$ cat src/rtl/if_id_queue.sv
// rtl/if_id_queue.sv - IF/ID circular instruction queue with flush; optional same-cycle bypass under IFQ_BYPASS_EN
// Entries are {pc, inst, taken}; storage is not reset, only pointers and occupancy are.
module if_id_queue #(
  parameter int DEPTH = 4
) (
  input  logic                     clk,
  input  logic                     rst,
  input  logic                     flush,
  input  logic                     in_valid,
  input  logic [31:0]              in_pc,
  input  logic [31:0]              in_inst,
  input  logic                     in_taken,
  output logic                     in_ready,
  output logic                     out_valid,
  output logic [31:0]              out_pc,
  output logic [31:0]              out_inst,
  output logic                     out_taken,
  input  logic                     out_ready,
  output logic [$clog2(DEPTH):0]   count
);

  localparam int AW = $clog2(DEPTH);
  localparam int CW = AW + 1;

  logic [64:0]   mem_q [DEPTH];
  logic [AW-1:0] wr_ptr_q, wr_ptr_d;
  logic [AW-1:0] rd_ptr_q, rd_ptr_d;
  logic [CW-1:0] count_q, count_d;
  logic [64:0]   head;
  logic          empty;
  logic          bypass;
  logic          push_store;
  logic          pop_store;

  assign empty    = (count_q == '0);
  assign in_ready = (count_q < CW'(DEPTH));
  assign head     = mem_q[rd_ptr_q];
  assign count    = count_q;

`ifdef IFQ_BYPASS_EN
  assign bypass = empty & in_valid & ~flush;
`else
  assign bypass = 1'b0;
`endif

  assign out_valid = ~empty | bypass;

  always_comb begin
    out_pc    = 32'h0;
    out_inst  = 32'h0;
    out_taken = 1'b0;
    if (!empty) begin
      {out_pc, out_inst, out_taken} = head;
    end else if (bypass) begin
      out_pc    = in_pc;
      out_inst  = in_inst;
      out_taken = in_taken;
    end
  end

  // A bypassed instruction that ID takes immediately never occupies a slot.
  assign push_store = in_valid & in_ready & ~flush & ~(bypass & out_ready);
  assign pop_store  = ~empty & out_ready & ~flush;

  always_comb begin
    wr_ptr_d = wr_ptr_q;
    rd_ptr_d = rd_ptr_q;
    count_d  = count_q;
    if (flush) begin
      wr_ptr_d = '0;
      rd_ptr_d = '0;
      count_d  = '0;
    end else begin
      if (push_store) begin
        wr_ptr_d = wr_ptr_q + 1'b1;
      end
      if (pop_store) begin
        rd_ptr_d = rd_ptr_q + 1'b1;
      end
      case ({push_store, pop_store})
        2'b10:   count_d = count_q + 1'b1;
        2'b01:   count_d = count_q - 1'b1;
        default: count_d = count_q;
      endcase
    end
  end

  always_ff @(posedge clk) begin
    if (rst) begin
      wr_ptr_q <= '0;
      rd_ptr_q <= '0;
      count_q  <= '0;
    end else begin
      wr_ptr_q <= wr_ptr_d;
      rd_ptr_q <= rd_ptr_d;
      count_q  <= count_d;
    end
  end

  always_ff @(posedge clk) begin
    if (push_store && !rst) begin
      mem_q[wr_ptr_q] <= {in_pc, in_inst, in_taken};
    end
  end

endmodule

$ cat config.mk
export PLATFORM = sky130hd
export DESIGN_NAME = if_id_queue
export DESIGN_NICKNAME = d
export VERILOG_FILES = /design/src/rtl/if_id_queue.sv
export SDC_FILE = /design/constraint.sdc
export NUM_CORES = 1
export LEC_CHECK = 0
export ABC_AREA = 0
export CORE_MARGIN = 2
export CORE_UTILIZATION = 59
export DETAILED_ROUTE_END_ITERATION = 12
export PLACE_DENSITY = 0.83
export REMOVE_ABC_BUFFERS = 1
export SYNTH_ARGS = -nofsm -noshare
export SYNTH_HDL_FRONTEND = slang
export SYNTH_SLANG_ARGS = --single-unit
$ cat constraint.sdc
create_clock -name clk -period 7.6 [get_ports clk]
set_input_delay 1.52 -clock clk [delete_from_list [all_inputs] [get_ports clk]]
set_output_delay 1.52 -clock clk [all_outputs]
set_load 0.01 [all_outputs]
==> results of run 1 <==
## power breakdown
| part | internal, uW | switching [uW] |
|---|---|---|
| combinational | 71.4 | 54.1 |
| sequential | 1640 | 5.56 |
| clock | 721 | 527 |
| total | 2430 | 587 |
## worst register-to-register path, cell delays in order (launching register included)
cell	delay (ns)
dfxtp_1	0.38
nor3b_1	0.60
inv_1	0.10
ha_1	0.25
inv_1	0.08
fa_1	0.19
xor2_1	0.10
or3_1	0.33
a21oi_1	0.20
## per-stage QoR
step           hold slack (ns)  std cells
2_1_floorplan            0.485        441
3_3_place_gp             0.498        807
3_5_place_dp             0.502        807
4_1_cts                  0.534        855
5_1_grt                  0.574        855
6_report                 0.531        855
## path summary, 6_finish.rpt
check | startpoint | slack [ns] | endpoint
setup reg to reg | count[2]$_SDFFE_PP0P_ | 5.27 | count[2]$_SDFFE_PP0P_
hold reg to reg | rd_ptr_q[0]$_SDFFE_PP0P_ | 0.53 | flip-flop
hold / removal | rd_ptr_q[0]$_SDFFE_PP0P_ | 0.53 | flip-flop
setup / recovery | flip-flop | 2.81 | out_inst[18]
## sequential cells by signal (all words and copies together) (netlist names), named ones only
name,count
rd_ptr_q,2
mem_q,260
count,3
wr_ptr_q,2
## cell type report
cell class / count / share of cell area
Clock buffer: 33 / 0.0550
Clock inverter: 15 / 0.0111
Inverter: 7 / 0.00207
Multi-Input combinational cell: 165 / 0.169
Sequential cell: 269 / 0.630
Tap cell: 225 / 0.0222
Timing Repair Buffer: 141 / 0.111
## routing by layer
layer	part of all wire	vias to the layer above	GRT usage
met2	0.50	197	0.357
li1	-	2159	-
met4	0.016	2	0.0469
met3	0.071	30	0.0470
met1	0.41	2571	0.290
met5	0.00057	-	0
## kinds of logic (layout without fill, tap and decap cells)
kind of cell               Yosys count  after routing
DFF                                269            269
and+or+nand+nor                     83             83
muxes                               66             66
buffers and inverters               29            196
adders and majority gates            6              6
AOI/OAI and AO/OA                    5              5
xor gates and xnor gates             5              5
## cell usage in the layout, fill, tap and decap left out
cell / n
bufinv_16: 2
ha_1: 5
and2_4: 4
xnor2_1: 1
nor2_1: 9
dfxtp_1: 7
fa_1: 1
clkinv_1: 3
buf_4: 2
o311ai_0: 1
dfxtp_4: 2
mux4_2: 65
or3_1: 1
clkinvlp_4: 5
nor3b_1: 2
o21ai_0: 1
edfxtp_1: 260
clkinv_4: 2
clkdlybuf4s50_1: 139
clkbuf_16: 27
inv_1: 7
a21oi_1: 2
clkbuf_1: 6
mux2i_1: 1
nand3_2: 1
xor2_1: 4
o31ai_1: 1
clkinv_2: 3
or2_2: 1
and2_1: 65
==> results.toml, run 1 <==
[synth]
synth_cell_types = 22
yosys_warnings = 0
synth.most_common_cell = "edfxtp_1"
synth-xor-area-share = 0.00426
synthMuxAreaShare = 0.143
yosys.area_share.adder = 0.00803
synth-simple-area-share = 0.0484
yosys-top-cells-area = "edfxtp_1, mux4_2, and2_1, dfxtp_1, buf_6"
ys_async_sr_fraction = 0
synth_top_area_cell = "edfxtp_1"
synth_compound_area_frac = 0.00304
synth_top_family_by_area = "multiplexers"
syn_inst = 463
netlist_area_sq_um = 10300
synth_edf_count = 260
synthTopCellsByCount = "edfxtp_1, and2_1, mux4_2, dfxtp_1, nor2_1"
ys_seq_elements = 269
synth_ff_type = "edfxtp_1"
synth_top_area_frac = 0.759
ys_seq_area_frac = 0.777
syn_area_per_cell_sq_um = 22.2

[floorplan]
initial_core_util = 0.599
fp.dieW_microns = 136
io_pins = 140
core.rowCount = 48
die_h_microns = 136
fp.coreArea_sq_um = 17200
die-area_sq_um = 18500

[timing]
fin_skew_ns = 0.0120
relSlewSlack = 0.331
slew_violations = 0
max_freq_ghz = 0.209
period_share = 0.631
final.setup.tns_ns = 0
layout_min_cycle_time_ns = 4.79
postLayoutSetupSlackWorst_ns = 2.81
worst_slew_pin_slew_ns = 1.00
grt_setup_unrepaired = "false"
setup_viol = 0
finalHoldViolations = 0

[worst_setup_path]
cpPeakStageDelay_ns = 0.80
timing.critical_path.buf_inv = 2
path_depth = 4
worstSetupEndpointType = "output port"
crit_chain = "buf_4 -> mux4_2 -> and2_1 -> clkdlybuf4s50_1"
critPathLaunchType = "flip-flop"
cp_max_fo = 34
ff2ff_path_depth = 8
slowest_stage = "dfxtp_4"
crit_type = "flip-flop to output port"
crit_family = "buffers and inverters"
required_ns = 6.08
crit_arrival_ns = 3.27

[power_and_ir_drop]
p_leak_uw = 0.00398
ir_worst_vdd_uv = 168
post-layout-total-power_uw = 3020
p_per_area_nw_per_um2 = 238

[clocking]
root_buffer = "clkbuf_16"
ctsResizeCount = 0
clockBufferDepth = 3
htreeDepth = 1
cts_buffers = 26
clock_latency_ns = 0.52
cts_tree = "built"
post-cts-setup-buffers = 0
clk_pin_slew_ns = 0.07
hold_buffers = 0
clock_sinks = 269

[finish]
areaGrowthSynthToFinish_pct = 23.5
finish.instance_area_sq_um = 12700
num-fill-cells = 1001
multi_input_area_sq_um = 2140
diodes = 0
post-route-util = 0.739
regArea_sq_um = 8000
drive_gt1_frac = 0.181
layout.nets = 686

[placed_design]
postPlaceCellArea_sq_um = 11900
post-place-ws_ns = 3.26
globalplace.congestion = 0.748
hpwl_microns = 10500
port_buffers = 139

[global_routing]
grt_pass1_wl_microns = 29300
grtUsageTotal = 0.212
grt_max_degree = 67
grt_overflow = 0
antenna_found_initial = 1
grt_pass1_vias = 5279

[hold_path]
min_path_type = "flip-flop to flip-flop"
min_delay_path_depth = 2

[routing]
first_pass_iters = 5
routed_via_density = 5.80
wl_microns = 19400
remaining_drc_errors = 0
wl_per_cell_microns = 22.6
ant_nets = 0
num_vias = 4959
drtIter0Drc = 356

[run_status]
status = "complete, no violations"

[flow_run]
maxCapViolCount = 0
(Power assumes the default switching activity.)
==> inputs of run 2 (changes only) <==
- CORE_UTILIZATION: 59 -> 49
- PLACE_DENSITY: 0.83 -> 0.73
- clock period: 7.6 -> 3.97 ns (I/O delays scaled with it)
==> results.toml, run 2 (synthesis results as in run 1) <==
[run_status]
status = "complete, no violations"

[flow_run]
maxCapViolCount = 0

[timing]
hold_slack_ns = 0.528
max_freq_ghz = 0.284
fin_skew_ns = 0.00681
layout_min_cycle_time_ns = 3.52
setup_viol = 0
relSlewSlack = 0.487
worst_slew_pin_slew_ns = 0.769
grt_setup_unrepaired = "false"
period_share = 0.887
final.setup.tns_ns = 0
finalHoldViolations = 0
slew_violations = 0

[floorplan]
die-area_sq_um = 22200
initial_core_util = 0.503
fp.coreArea_sq_um = 20400
core.rowCount = 52
die_h_microns = 149
io_pins = 140
fp.dieW_microns = 149

[clocking]
clk_pin_slew_ns = 0.06
htreeDepth = 1
clock_sinks = 269
post-cts-setup-buffers = 0
cts_buffers = 26
clock_latency_ns = 0.52
root_buffer = "clkbuf_16"
ctsResizeCount = 0
hold_buffers = 0
clockBufferDepth = 3
cts_tree = "built"

[power_and_ir_drop]
p_per_area_nw_per_um2 = 456
p_leak_uw = 0.00409
ir_worst_vdd_uv = 274

[finish]
layout.nets = 697
drive_gt1_frac = 0.188
finish.instance_area_sq_um = 13000
final_cell_mix = "edfxtp_1, clkdlybuf4s50_1, mux4_2, and2_1, clkbuf_16"
largest_reg_flops = 260
top_register = "mem_q"
areaGrowthSynthToFinish_pct = 26.2
layout.cells.most_common = "edfxtp_1"

[worst_setup_path]
cpPeakStageDelay_ns = 0.60
critPathLaunchType = "flip-flop"
worstSetupEndpointType = "output port"
crit_family = "buffers and inverters"
crit_chain = "inv_1 -> nand3_2 -> buf_4 -> and2_1 -> clkdlybuf4s50_1"
timing.critical_path.buf_inv = 3
crit_arrival_ns = 2.73
required_ns = 3.18
cp_max_fo = 33
crit_type = "flip-flop to output port"
slowest_stage = "nand3_2"

[routing]
first_pass_iters = 4
wl_per_cell_microns = 21.1
wl_microns = 19300
num_vias = 4851
routed_via_density = 5.32
remaining_drc_errors = 0
ant_nets = 0
drtIter0Drc = 291

[global_routing]
grt_pass1_wl_microns = 29700
grtUsageTotal = 0.178
antenna_found_initial = 2
grt_pass1_vias = 5199
grt_max_degree = 57
grt_overflow = 0

[placed_design]
globalplace.congestion = 0.765
port_buffers = 139
hpwl_microns = 11800
postPlaceCellArea_sq_um = 12100

[hold_path]
min_path_type = "flip-flop to flip-flop"
## run 2: changes by cell type in the layout (fill, tap and decap cells not counted), sizes merged
cell | before | now
inv | 7 | 8
bufinv | 2 | 5
diode | 0 | 1
clkinv | 8 | 10
buf | 2 | 13
clkinvlp | 5 | 0
clkbuf | 33 | 31
## run 2: path summary, 6_finish.rpt
kind,end,cells after the start,from,slack (ns)
worst min-delay path,rd_ptr_q[0]$_SDFFE_PP0P_,2,rd_ptr_q[0]$_SDFFE_PP0P_,0.53
worst max-delay path,out_inst[0],5,count[2]$_SDFFE_PP0P_,0.45
worst max register to register,count[2]$_SDFFE_PP0P_,8,count[2]$_SDFFE_PP0P_,1.93
worst min register to register,rd_ptr_q[0]$_SDFFE_PP0P_,2,rd_ptr_q[0]$_SDFFE_PP0P_,0.53
## run 2: tightest hold or removal path, stage by stage, from the launching register on
cell,delay (ns)
dfxtp_1,0.34
xor2_1,0.08
nor2_1,0.07
## run 2: per-layer routing
layer	routed length, microns	global-route usage	vias up
met5	12	0	-
met4	280	0.0410	2
met2	9390	0.293	168
li1	-	-	2191
met3	1390	0.0425	26
met1	8180	0.247	2464
## run 2: area by class of cell
cell class | instances | area [sq um]
well taps | 270 | 338
clock buffers | 31 | 691
multi-input cells | 165 | 2140
clock inverters | 16 | 198
diodes | 1 | 2.50
flip-flops and latches | 269 | 8000
inverters | 7 | 26.3
fillers | 1402 | 7460
repair buffers | 152 | 1580
## run 2: power by group
| part | total [uW] | internal [uW] | switching (uW) | leakage, uW |
|---|---|---|---|---|
| combinational | 250 | 141 | 109 | 0.00124 |
| clock | 2530 | 1560 | 968 | 0.000431 |
| sequential | 3150 | 3140 | 7.49 | 0.00242 |
| total | 5920 | 4840 | 1080 | 0.00409 |
## run 2: metrics by stage
step	util	cells	setup slack [ns]	total power, uW
after floorplan	-	441	-0.429	3290
after global placement	0.591	863	0.777	3450
after detailed placement	0.591	863	0.647	3460
after CTS	0.635	910	0.370	5970
after global routing	0.635	910	0.272	6090
final	0.635	911	0.448	5920
==> inputs of run 3 (changes only) <==
- CTS_CLUSTER_SIZE: unset -> 24
==> results of run 3 <==
No change in the layout: final DEF, timing and power equal those of run 2.
